## src/rtl/ib_pkg.sv

```systemverilog
// Shared types and constants for the instruction-buffer fetch block.
package ib_pkg;

  localparam int unsigned DEF_AWIDTH = 6;
  localparam int unsigned DEF_DWIDTH = 32;

  localparam logic [31:0] HALT_WORD = 32'hFFFF_FFFF;

  typedef enum logic [1:0] {
    StIdle,
    StFetch,
    StHalt
  } fetch_state_t;

endpackage

```

## src/rtl/ib_fetch_ctrl.sv

```systemverilog
// Fetch state machine plus load/branch/stop decode for ib_fetch_pc.
// IB_FETCH_WRAP_TRAP_EN adds the sticky wrap_err trap on a load from the top address.
module ib_fetch_ctrl
  import ib_pkg::*;
(
  input  logic clk_i,
  input  logic rst_i,
  input  logic start_i,
  input  logic branch_valid_i,
  input  logic instr_valid_i,
  input  logic instr_ready_i,
  input  logic is_halt_word_i,
`ifdef IB_FETCH_WRAP_TRAP_EN
  input  logic pc_max_i,
  output logic wrap_err_o,
`endif
  output logic branch_o,
  output logic load_o,
  output logic adv_o,
  output logic drop_o,
  output logic halted_o
);

  fetch_state_t state_q;
  logic         in_fetch;
  logic         wrap_hit;
  logic         stop;

  assign in_fetch = (state_q == StFetch);
  assign branch_o = in_fetch && branch_valid_i;
  // Branch beats both load and stall.
  assign load_o   = in_fetch && !branch_valid_i && (!instr_valid_i || instr_ready_i);

`ifdef IB_FETCH_WRAP_TRAP_EN
  assign wrap_hit = load_o && pc_max_i;
`else
  assign wrap_hit = 1'b0;
`endif

  assign stop   = load_o && (is_halt_word_i || wrap_hit);
  assign adv_o  = load_o && !stop;
  // In HALT the last word is still presented until decode takes it.
  assign drop_o = (state_q == StHalt) && instr_valid_i && instr_ready_i;

  always_ff @(posedge clk_i or posedge rst_i) begin
    if (rst_i) begin
      state_q    <= StIdle;
      halted_o   <= 1'b0;
`ifdef IB_FETCH_WRAP_TRAP_EN
      wrap_err_o <= 1'b0;
`endif
    end else begin
      unique case (state_q)
        StIdle: begin
          if (start_i) state_q <= StFetch;
        end
        StFetch: begin
          if (stop) begin
            state_q  <= StHalt;
            halted_o <= 1'b1;
          end
`ifdef IB_FETCH_WRAP_TRAP_EN
          if (wrap_hit) wrap_err_o <= 1'b1;
`endif
        end
        StHalt: ;
        default: state_q <= StIdle;
      endcase
    end
  end

endmodule

```

## src/rtl/ib_fetch_pc.sv

```systemverilog
// Fetch PC and instruction register feeding decode; incrementer lives outside (pc -> pc_next).
// IB_FETCH_WRAP_TRAP_EN adds output wrap_err and halts on a load from the all-ones address.
module ib_fetch_pc
  import ib_pkg::*;
#(
  parameter int unsigned AWIDTH = DEF_AWIDTH,
  parameter int unsigned DWIDTH = DEF_DWIDTH
) (
  input  logic              clk,
  input  logic              rst,
  input  logic              start,
  output logic [AWIDTH-1:0] pc,
  input  logic [AWIDTH-1:0] pc_next,
  input  logic [DWIDTH-1:0] instr_in,
  input  logic              branch_valid,
  input  logic [AWIDTH-1:0] branch_addr,
  output logic [DWIDTH-1:0] instr_out,
  output logic [AWIDTH-1:0] instr_pc,
  output logic              instr_valid,
  input  logic              instr_ready,
  output logic              halted
`ifdef IB_FETCH_WRAP_TRAP_EN
  ,
  output logic              wrap_err
`endif
);

  localparam logic [DWIDTH-1:0] HaltWord = DWIDTH'(HALT_WORD);

  logic branch;
  logic load;
  logic adv;
  logic drop;

  ib_fetch_ctrl u_ctrl (
    .clk_i          (clk),
    .rst_i          (rst),
    .start_i        (start),
    .branch_valid_i (branch_valid),
    .instr_valid_i  (instr_valid),
    .instr_ready_i  (instr_ready),
    .is_halt_word_i (instr_in == HaltWord),
`ifdef IB_FETCH_WRAP_TRAP_EN
    .pc_max_i       (&pc),
    .wrap_err_o     (wrap_err),
`endif
    .branch_o       (branch),
    .load_o         (load),
    .adv_o          (adv),
    .drop_o         (drop),
    .halted_o       (halted)
  );

  always_ff @(posedge clk or posedge rst) begin
    if (rst) begin
      pc          <= '0;
      instr_out   <= '0;
      instr_pc    <= '0;
      instr_valid <= 1'b0;
    end else if (branch) begin
      pc          <= branch_addr;
      instr_valid <= 1'b0;
    end else if (load) begin
      instr_out   <= instr_in;
      instr_pc    <= pc;
      instr_valid <= 1'b1;
      if (adv) pc <= pc_next;
    end else if (drop) begin
      instr_valid <= 1'b0;
    end
  end

endmodule

```

## config.mk

```make
export PLATFORM = sky130hd
export DESIGN_NAME = ib_fetch_pc
export DESIGN_NICKNAME = d
export VERILOG_FILES = /design/src/rtl/ib_pkg.sv /design/src/rtl/ib_fetch_ctrl.sv /design/src/rtl/ib_fetch_pc.sv
export SDC_FILE = /design/constraint.sdc
export NUM_CORES = 1
export LEC_CHECK = 0
export BUFFER_PORTS_ARGS = -buffer_cell sky130_fd_sc_hd__buf_2
export CORE_ASPECT_RATIO = 1.75
export CORE_MARGIN = 2
export CORE_UTILIZATION = 46
export DETAILED_ROUTE_END_ITERATION = 10
export PLACE_DENSITY = 0.91
export SKIP_CTS_REPAIR_TIMING = 1
export SYNTH_ARGS = -nofsm -noshare
export SYNTH_HDL_FRONTEND = slang
export SYNTH_HIERARCHICAL = 1
export SYNTH_SLANG_ARGS = --single-unit
export TNS_END_PERCENT = 20
```

## constraint.sdc

```tcl
create_clock -name clk -period 2 [get_ports clk]
set_clock_uncertainty 0.15 [all_clocks]
set_input_delay 0.2 -clock clk [delete_from_list [all_inputs] [get_ports clk]]
set_output_delay 0.2 -clock clk [all_outputs]
set_load 0.03 [all_outputs]
```

# After elaboration in Yosys (flattened, before gate mapping)
# Cells that the tools add are included.
# Widths: inputs -> output; s select.
[word_totals]
output_inout_bits = 46
register_bits = 48
inputBits = 49
wordCells = 41
[op_classes]
n_mux = 9
n_eq_ne = 5
reduce_logical = 19
bitwise = 2
[ops]
columns = ["cell", "count"]
rows = [
  ["$eq 32x32->1 const B", 1],
  ["$mux 6", 3],
  ["$logic_and 1x1->1", 7],
  ["$pmux 2 s3", 1],
  ["$reduce_and 2->1", 3],
  ["$mux 2", 2],
  ["$ne 2x2->1 const B", 2],
  ["$reduce_bool 2->1", 2],
  ["$logic_not 1->1", 3],
  ["$mux 1", 3],
  ["$reduce_and 3->1", 1],
  ["$reduce_bool 3->1", 1],
  ["$eq 2x1->1 const B", 1],
  ["$eq 2x2->1 const B", 1],
  ["$logic_not 2->1", 1],
  ["$not 1->1", 2],
  ["$logic_or 1x1->1", 1],
]

# Depth between registers and ports, before layout
# Gate-level depths: netlist (run 1).
[logic_depth]
depth_word = 9
ltp_mapped = 7
mapped_depth_nobuf = 7

# By module
# The synthesis (run 1) kept the hierarchy.
[by_module_without_submodules]
columns = ["mod", "cells_per_inst", "n_inst", "seq_area_each_um2", "area_per_inst_um2"]
rows = [
  ["ib_fetch_pc", 123, 1, 1126.1, 1881.8],
  ["ib_fetch_ctrl", 20, 1, 75.1, 188.9],
]

# Worst setup path after synthesis (run 1)
# Ideal clock, no wire load.
[synth_path]
path_kind = "register to register"
startpoint = "reg instr_valid"
endpoint = "reg instr_out[10]"
required_ns = 1.725
slack_ns = 0.002
arrival_time_ns = 1.723
path_stages_with_launch = 7
period_less_slack_ns = 1.998
setup_ns = 0.125
n_path_buf = 2
cell_sequence = "dfrtp_1 nor2b_4 nor3_1 nor2b_2 buf_6 buf_6 mux2_4"
[synth_via]
elab_chain_cells = 4
[synth_lines]
columns = ["element", "line_no", "rtl"]
rows = [
  ["start, declared", "ib_fetch_pc.sv:19", "output logic instr_valid,"],
  ["start signal, assigned", "ib_fetch_pc.sv:59", "instr_valid <= 1'b0;"],
  ["start signal, assigned", "ib_fetch_pc.sv:62", "instr_valid <= 1'b0;"],
  ["start signal, assigned", "ib_fetch_pc.sv:66", "instr_valid <= 1'b1;"],
  ["$logic_not 1->1", "ib_fetch_ctrl.sv:32", "assign load_o = in_fetch && !branch_valid_i && (!instr_valid_i || instr_ready_i);"],
  ["$logic_or 1x1->1", "ib_fetch_ctrl.sv:32", ""],
  ["$logic_and 1x1->1", "ib_fetch_ctrl.sv:32", ""],
  ["via load", "ib_fetch_pc.sv:31", "logic load;"],
  ["$reduce_and 2->1 (no source line)", "n/a", ""],
  ["end signal, assigned", "ib_fetch_pc.sv:64", "instr_out <= instr_in;"],
  ["end, declared", "ib_fetch_pc.sv:17", "output logic [DWIDTH-1:0] instr_out,"],
]
# The timed path passes the listed nets, and every way through them passes these cells.
# A chain may end at the register's enable or synchronous reset.

# Worst setup path in the final report (run 1)
[layout_path]
startpoint = "reg u_ctrl.state_q[1]"
endpoint = "reg instr_pc[4]"
[layout_via]
elab_chain_cells = 4
word_cells_on_any_way = 6
cone_classes = "eq/ne: 1; bitwise: 1; reduce/logical: 4"
[layout_lines]
columns = ["element", "line_no", "rtl"]
rows = [
  ["start, declared", "ib_fetch_ctrl.sv:24", "fetch_state_t state_q;"],
  ["start signal, assigned", "ib_fetch_ctrl.sv:47", "state_q <= StIdle;"],
  ["start signal, assigned", "ib_fetch_ctrl.sv:55", "if (start_i) state_q <= StFetch;"],
  ["start signal, assigned", "ib_fetch_ctrl.sv:59", "state_q <= StHalt;"],
  ["$eq 2x1->1", "ib_fetch_ctrl.sv:29", "assign in_fetch = (state_q == StFetch);"],
  ["$logic_and 1x1->1 (2 in a row)", "ib_fetch_ctrl.sv:32", ""],
  ["via load", "ib_fetch_pc.sv:31", ""],
  ["$reduce_and 2->1 (no source line)", "n/a", ""],
  ["end signal, assigned", "ib_fetch_pc.sv:65", "instr_pc <= pc;"],
  ["end, declared", "ib_fetch_pc.sv:18", "output logic [AWIDTH-1:0] instr_pc,"],
]
# The timed path passes the listed nets, and every way through them passes these cells.

==> results of run 1 <==
==> sequential cells by signal, indices dropped and copies added (netlist names) <==
signal	cells
instr_out	32
instr_pc	6
instr_valid	1
pc	6
u_ctrl/halted_o	1
u_ctrl/state_q	2
==> synth_stat cells (all sizes together) <==
master and n:
dfrtp 48, mux2 38, nand2 8, nand4 8, inv 6, mux2i 6
o21ai 6, buf 4, nor2 4, nand2b 3, nor2b 2, o31ai 2
or4 2, a21oi 1, clkbuf 1, nor3 1, nor4 1, o21ba 1
o31a 1
==> cell usage in the layout, fill, tap and decap left out, types with 4 or more instances in the layout <==
cell type / n
buf_2: 94
buf_4: 5
clkbuf_8: 5
dfrtp_1: 48
dlygate4sd3_1: 12
inv_1: 5
mux2_2: 18
mux2_4: 20
mux2i_1: 6
nand2_1: 8
nand4_1: 8
nor2_1: 4
o21ai_0: 6
==> power by group through the flow <==
stage               combinational (W)  sequential, W  clock, W
floorplan                    0.000264        0.00159         0
global placement             0.000892        0.00124         0
detailed placement           0.000911        0.00125         0
CTS                          0.000914        0.00123  0.000704
global route                 0.000978        0.00125  0.000730
finish                       0.000927        0.00123  0.000681
==> metal layers <==
| layer | share of wire | up-vias | routed length (um) | global-route usage |
|---|---|---|---|---|
| met3 | 0.047 | 8 | 233 | 0.0274 |
| met4 | 0.019 | 0 | 94 | 0.0813 |
| met2 | 0.57 | 55 | 2810 | 0.323 |
| met5 | 0 | - | 0 | 0 |
| li1 | - | 739 | - | - |
| met1 | 0.36 | 783 | 1780 | 0.204 |
==> worst register-to-register path: cells and delay by family (launching register included) <==
family	cells	cell delay, ns
muxes	1	0.36
buffers and inverters	1	0.22
DFF	1	0.39
and+or+nand+nor	3	0.62
==> final cells by class <==
| cell class | instances | area, um2 | share of cell area |
|---|---|---|---|
| inverters | 6 | 22.5 | 0.00782 |
| clock buffers | 5 | 68.8 | 0.0239 |
| repair buffers | 113 | 668 | 0.232 |
| multi-input cells | 84 | 815 | 0.283 |
| flip-flops and latches | 48 | 1200 | 0.417 |
| clock inverters | 3 | 42.5 | 0.0148 |
| well taps | 51 | 63.8 | 0.0221 |
==> cell families (layout without fill, tap and decap cells) <==
kind of cell | after synthesis | count (layout) | synth area share
AO/OA/AOI/OAI | 11 | 11 | 0.0332
buffers and inverters | 11 | 127 | 0.0314
flip-flops | 48 | 48 | 0.580
multiplexers | 44 | 44 | 0.272
AND/OR/NAND/NOR | 29 | 29 | 0.0834
==> worst paths after layout <==
| kind | from | end | slack (ns) |
|---|---|---|---|
| worst min register to register | u_ctrl/halted_o | u_ctrl/halted_o | 0.32 |
| max in group asynchronous | rst | instr_out[16] | 0.80 |
| worst min-delay path | branch_addr[0] | pc[0] | -0.001 |
| min in group asynchronous | rst | u_ctrl/halted_o | 0.17 |
| worst max-delay path | u_ctrl/state_q[1] | instr_pc[4] | 0.15 |
| worst max register to register | u_ctrl/state_q[1] | instr_pc[4] | 0.15 |
==> metrics by stage <==
step	cell area, um2	instances	TNS, ns
6_report	2880	310	0
5_1_grt	2880	310	0
4_1_cts	2760	298	0
2_1_floorplan	2070	143	0
3_3_place_gp	2650	290	-0.449
3_5_place_dp	2650	290	-0.719
==> flow_summary.json, run 1 <==
{
  "status": "finished, violations left",
  "violations": "negative hold slack",
  "power_leakage_nw": 1.46,
  "worstPathCellList": "nand2b_2, nor3_2, nor2b_4, buf_12, mux2_2",
  "routed_via_density": 5.11,
  "fillers": 346,
  "synth.largest_area_cell": "dfrtp_1",
  "maxCapViolCount": 0,
  "grt_pass1_vias": 1473,
  "p_int_w": 0.00188,
  "syn_nets": 192,
  "synth.top_cell.area_share": 0.580,
  "p_switching_w": 0.000963,
  "path_buf_inv": 1,
  "hold_class": "in -> reg",
  "dieWidth_um": 54.7,
  "port_buffers": 94,
  "drive_gt1_frac": 0.591,
  "nets": 307,
  "hold_ws_ns": -0.00143,
  "track_usage": 0.183,
  "max_stage_delay_ns": 0.39,
  "die_h_um": 92.8,
  "synth_area_um2": 2070,
  "dr_total_vias": 1585,
  "drtPass1Iterations": 4,
  "cts_tree": "yes",
  "post-route-min-period_ns": 1.85,
  "grt_pass1_wl_um": 6750,
  "ys_seq_elements": 48,
  "finalWirelength_um": 4920,
  "drc": 0,
  "path_depth": 5,
  "clock-sinks": 48,
  "holdPathStages": 3,
  "crit_family": "simple AND/OR/NAND/NOR gates",
  "slew_viol_final": 0,
  "path_max_fanout": 21,
  "finalHoldViolCount": 1,
  "final_util": 0.660,
  "worst_pin_slew_ns": 0.478,
  "pwr-share-clk": 0.240,
  "cts_buffers": 5,
  "clk_latency_ns": 0.29,
  "ys_seq_area_frac": 0.580,
  "syn_to_final_growth_pct": 39.2,
  "htreeDepth": 2,
  "r2r_cells": 5,
  "critical_path.slowest_cell": "dfrtp_1",
  "worstSetupPathType": "reg -> reg",
  "finalPower_w": 0.00284,
  "gp_congestion": 0.722,
  "clk_pin_slew_ns": 0.09,
  "yosys-top-cells-area": "dfrtp_1 58%, mux2_4 15%, mux2_2 9.8%",
  "worst_slew_margin_rel": 0.681,
  "wl_per_cell_um": 15.9,
  "antenna_cells": 0,
  "layout_setup_ws_ns": 0.146,
  "cts_root_buffer": "clkbuf_8",
  "antenna_found_initial": 0,
  "num_io_pins": 95,
  "max-clock-path-buffers": 2,
  "post-dp-hpwl_um": 3610,
  "die_area_um2": 5080,
  "rows": 32,
  "peakVddDrop_mv": 0.872,
  "arrival_ns": 1.88,
  "start_kind": "flip-flop",
  "syn_inst": 143,
  "rsz0062_at_grt": "no",
  "detailedPlace.worstSlack_ns": -0.148,
  "synth_cell_types": 24,
  "grt_max_degree": 24,
  "fmax_mhz": 539,
  "end_kind": "flip-flop",
  "p_comb_frac": 0.326,
  "p_sw_frac": 0.339,
  "worstPathRequired_ns": 2.03,
  "ys_warn_count": 6,
  "core_um2": 4360,
  "period_share": 0.927,
  "initial_core_util": 0.474,
  "dr.first_iter.drc_count": 13,
  "grt_overflow": 0,
  "setup_viol": 0,
  "pwr-share-seq": 0.434,
  "powerDensity_nw_per_um2": 987,
  "ant_nets": 0,
  "syn_area_per_cell_um2": 14.5
}
No activity file was read; power rests on OpenSTA's default activity.
==> run 2: changes to the inputs <==
--- a/config.mk
+++ b/config.mk
@@ -17,3 +17,3 @@
 export SYNTH_HIERARCHICAL = 1
 export SYNTH_SLANG_ARGS = --single-unit
-export TNS_END_PERCENT = 20
+export TNS_END_PERCENT = 5
==> constraint.sdc (replaced) <==
create_clock -name clk -period 2 [get_ports clk]
set_clock_uncertainty 0.15 [all_clocks]
set_input_delay 0.6 -clock clk [delete_from_list [all_inputs] [get_ports clk]]
set_output_delay 0.6 -clock clk [all_outputs]
set_load 0.03 [all_outputs]
==> run 2 against run 1 <==
Maximum frequency shrank 7.2%. Final area up 1.0%. First-iteration DRC count down 31%. Register-to-register slack worse by 0.09 ns. Via count decreased by 0.76%. Worst hold slack gained 0.021 ns. Total power up 1.8%. Combinational power grew 2%. The run now ends clean. Critical path depth rose by 4.
==> flow_summary.json, run 2 (synthesized netlist as in run 1, its figures left out) <==
{
  "routed_via_density": 5.14,
  "track_usage": 0.208,
  "finalWirelength_um": 5050,
  "hold_class": "in -> async",
  "wl_per_cell_um": 16.5,
  "maxCapViolCount": 0,
  "slew_viol_final": 0,
  "grt_pass1_vias": 1645,
  "fmax_mhz": 501,
  "ant_nets": 0,
  "finalPower_w": 0.00289,
  "layout.cells.non_filler": 306,
  "dr.first_iter.drc_count": 9,
  "r2r_start": "u_ctrl/state_q[1]",
  "grt_pass1_wl_um": 7580,
  "cts_buffers": 5,
  "antenna_found_initial": 0,
  "die_area_um2": 5080,
  "die_h_um": 92.8,
  "worstPathRequired_ns": 2.05,
  "worstSetupPathType": "in -> reg",
  "power_leakage_nw": 1.48,
  "drtPass1Iterations": 4,
  "worst_slew_margin_rel": 0.804,
  "cts_tree": "yes",
  "clk_latency_ns": 0.30,
  "top_register": "instr_out",
  "port_buffers": 94,
  "place_area_um2": 2710,
  "largest_reg_flops": 32,
  "dpl.cell_count": 297,
  "r2r_slack_ns": 0.06,
  "path_max_fanout": 6,
  "post-dp-hpwl_um": 3860,
  "worst_pin_slew_ns": 0.294,
  "clock-sinks": 48,
  "period_share": 0.999,
  "cp-startpoint": "instr_in[11]",
  "initial_core_util": 0.474,
  "antenna_cells": 0,
  "fin_area_um2": 2910,
  "dr_total_vias": 1573,
  "gp_congestion": 0.727,
  "top_regs": "instr_out: 32 flops, instr_pc: 6 flops, pc: 6 flops",
  "num_io_pins": 95,
  "grt_overflow": 0,
  "drc": 0,
  "dieWidth_um": 54.7,
  "setup_viol": 0,
  "rsz0062_at_grt": "yes",
  "post-route-min-period_ns": 2.00,
  "drive_gt1_frac": 0.643,
  "clk_pin_slew_ns": 0.09,
  "max-clock-path-buffers": 2,
  "start_kind": "input port",
  "nets": 303,
  "arrival_ns": 2.04,
  "syn_to_final_growth_pct": 40.5,
  "finalHoldViolCount": 0,
  "powerDensity_nw_per_um2": 994,
  "hold_ws_ns": 0.0199,
  "end_kind": "flip-flop",
  "rows": 32,
  "htreeDepth": 2,
  "status": "complete, no violations",
  "cts_root_buffer": "clkbuf_8",
  "layout.cells.most_common": "buf_2",
  "final_cell_mix": "85 x buf_2, 48 x dfrtp_1, 20 x mux2_4",
  "core_um2": 4360,
  "grt_max_degree": 24,
  "peakVddDrop_mv": 0.718
}
## run 2: cell count changes in the layout (fill, tap and decap cells not counted), moves of 6 or more
cell,previous run,this run
dlygate4sd3_1,12,0
o21ai_0,6,0
buf_6,0,9
buf_4,5,12
buf_2,94,85
o21ai_1,0,6
## run 2: stage by stage
stage | utilization | setup TNS [ns] | setup WS [ns]
detailed placement | 0.622 | -6.52 | -0.381
finish | 0.667 | 0 | 0.00244
floorplan | - | -1.35 | -0.226
global placement | 0.622 | -3.54 | -0.336
global route | 0.667 | -0.894 | -0.0764
CTS | 0.648 | -0.246 | -0.0586
## run 2: layer usage
| metal | part of all wire | track usage | vias to the layer above |
|---|---|---|---|
| li1 | - | - | 726 |
| met1 | 0.33 | 0.218 | 789 |
| met2 | 0.61 | 0.389 | 51 |
| met3 | 0.045 | 0.0290 | 7 |
| met4 | 0.016 | 0.0750 | 0 |
| met5 | 0 | 0 | - |
## run 2: final cells by class
type,instances,area [um2]
well taps,51,63.8
multi-input cells,84,831
inverters,6,22.5
clock inverters,3,46.3
repair buffers,109,677
clock buffers,5,68.8
flip-flops and latches,48,1200
fillers,340,1450
## run 2: power by group
group          switching [W]  internal, W  leakage, nW
Clock               0.000338     0.000377       0.0548
Combinational       0.000562     0.000379        0.860
Sequential         0.0000973      0.00114        0.565
## run 2: final timing paths
path / cells after the start / end
setup / recovery: 9 / pc[0]
hold / removal: 2 / u_ctrl/state_q[0]
setup reg to reg: 5 / instr_out[3]
hold reg to reg: 2 / u_ctrl/halted_o
max in group asynchronous: 3 / instr_out[23]
min in group clk: 2 / u_ctrl/halted_o
## run 2: critical path, stage by stage
cell	delay (ns)
buf_6	0.07
nand4_1	0.11
or4_4	0.56
nor2_4	0.13
nor4_2	0.05
nand2_1	0.10
buf_12	0.13
mux2i_1	0.19
o21ai_1	0.09
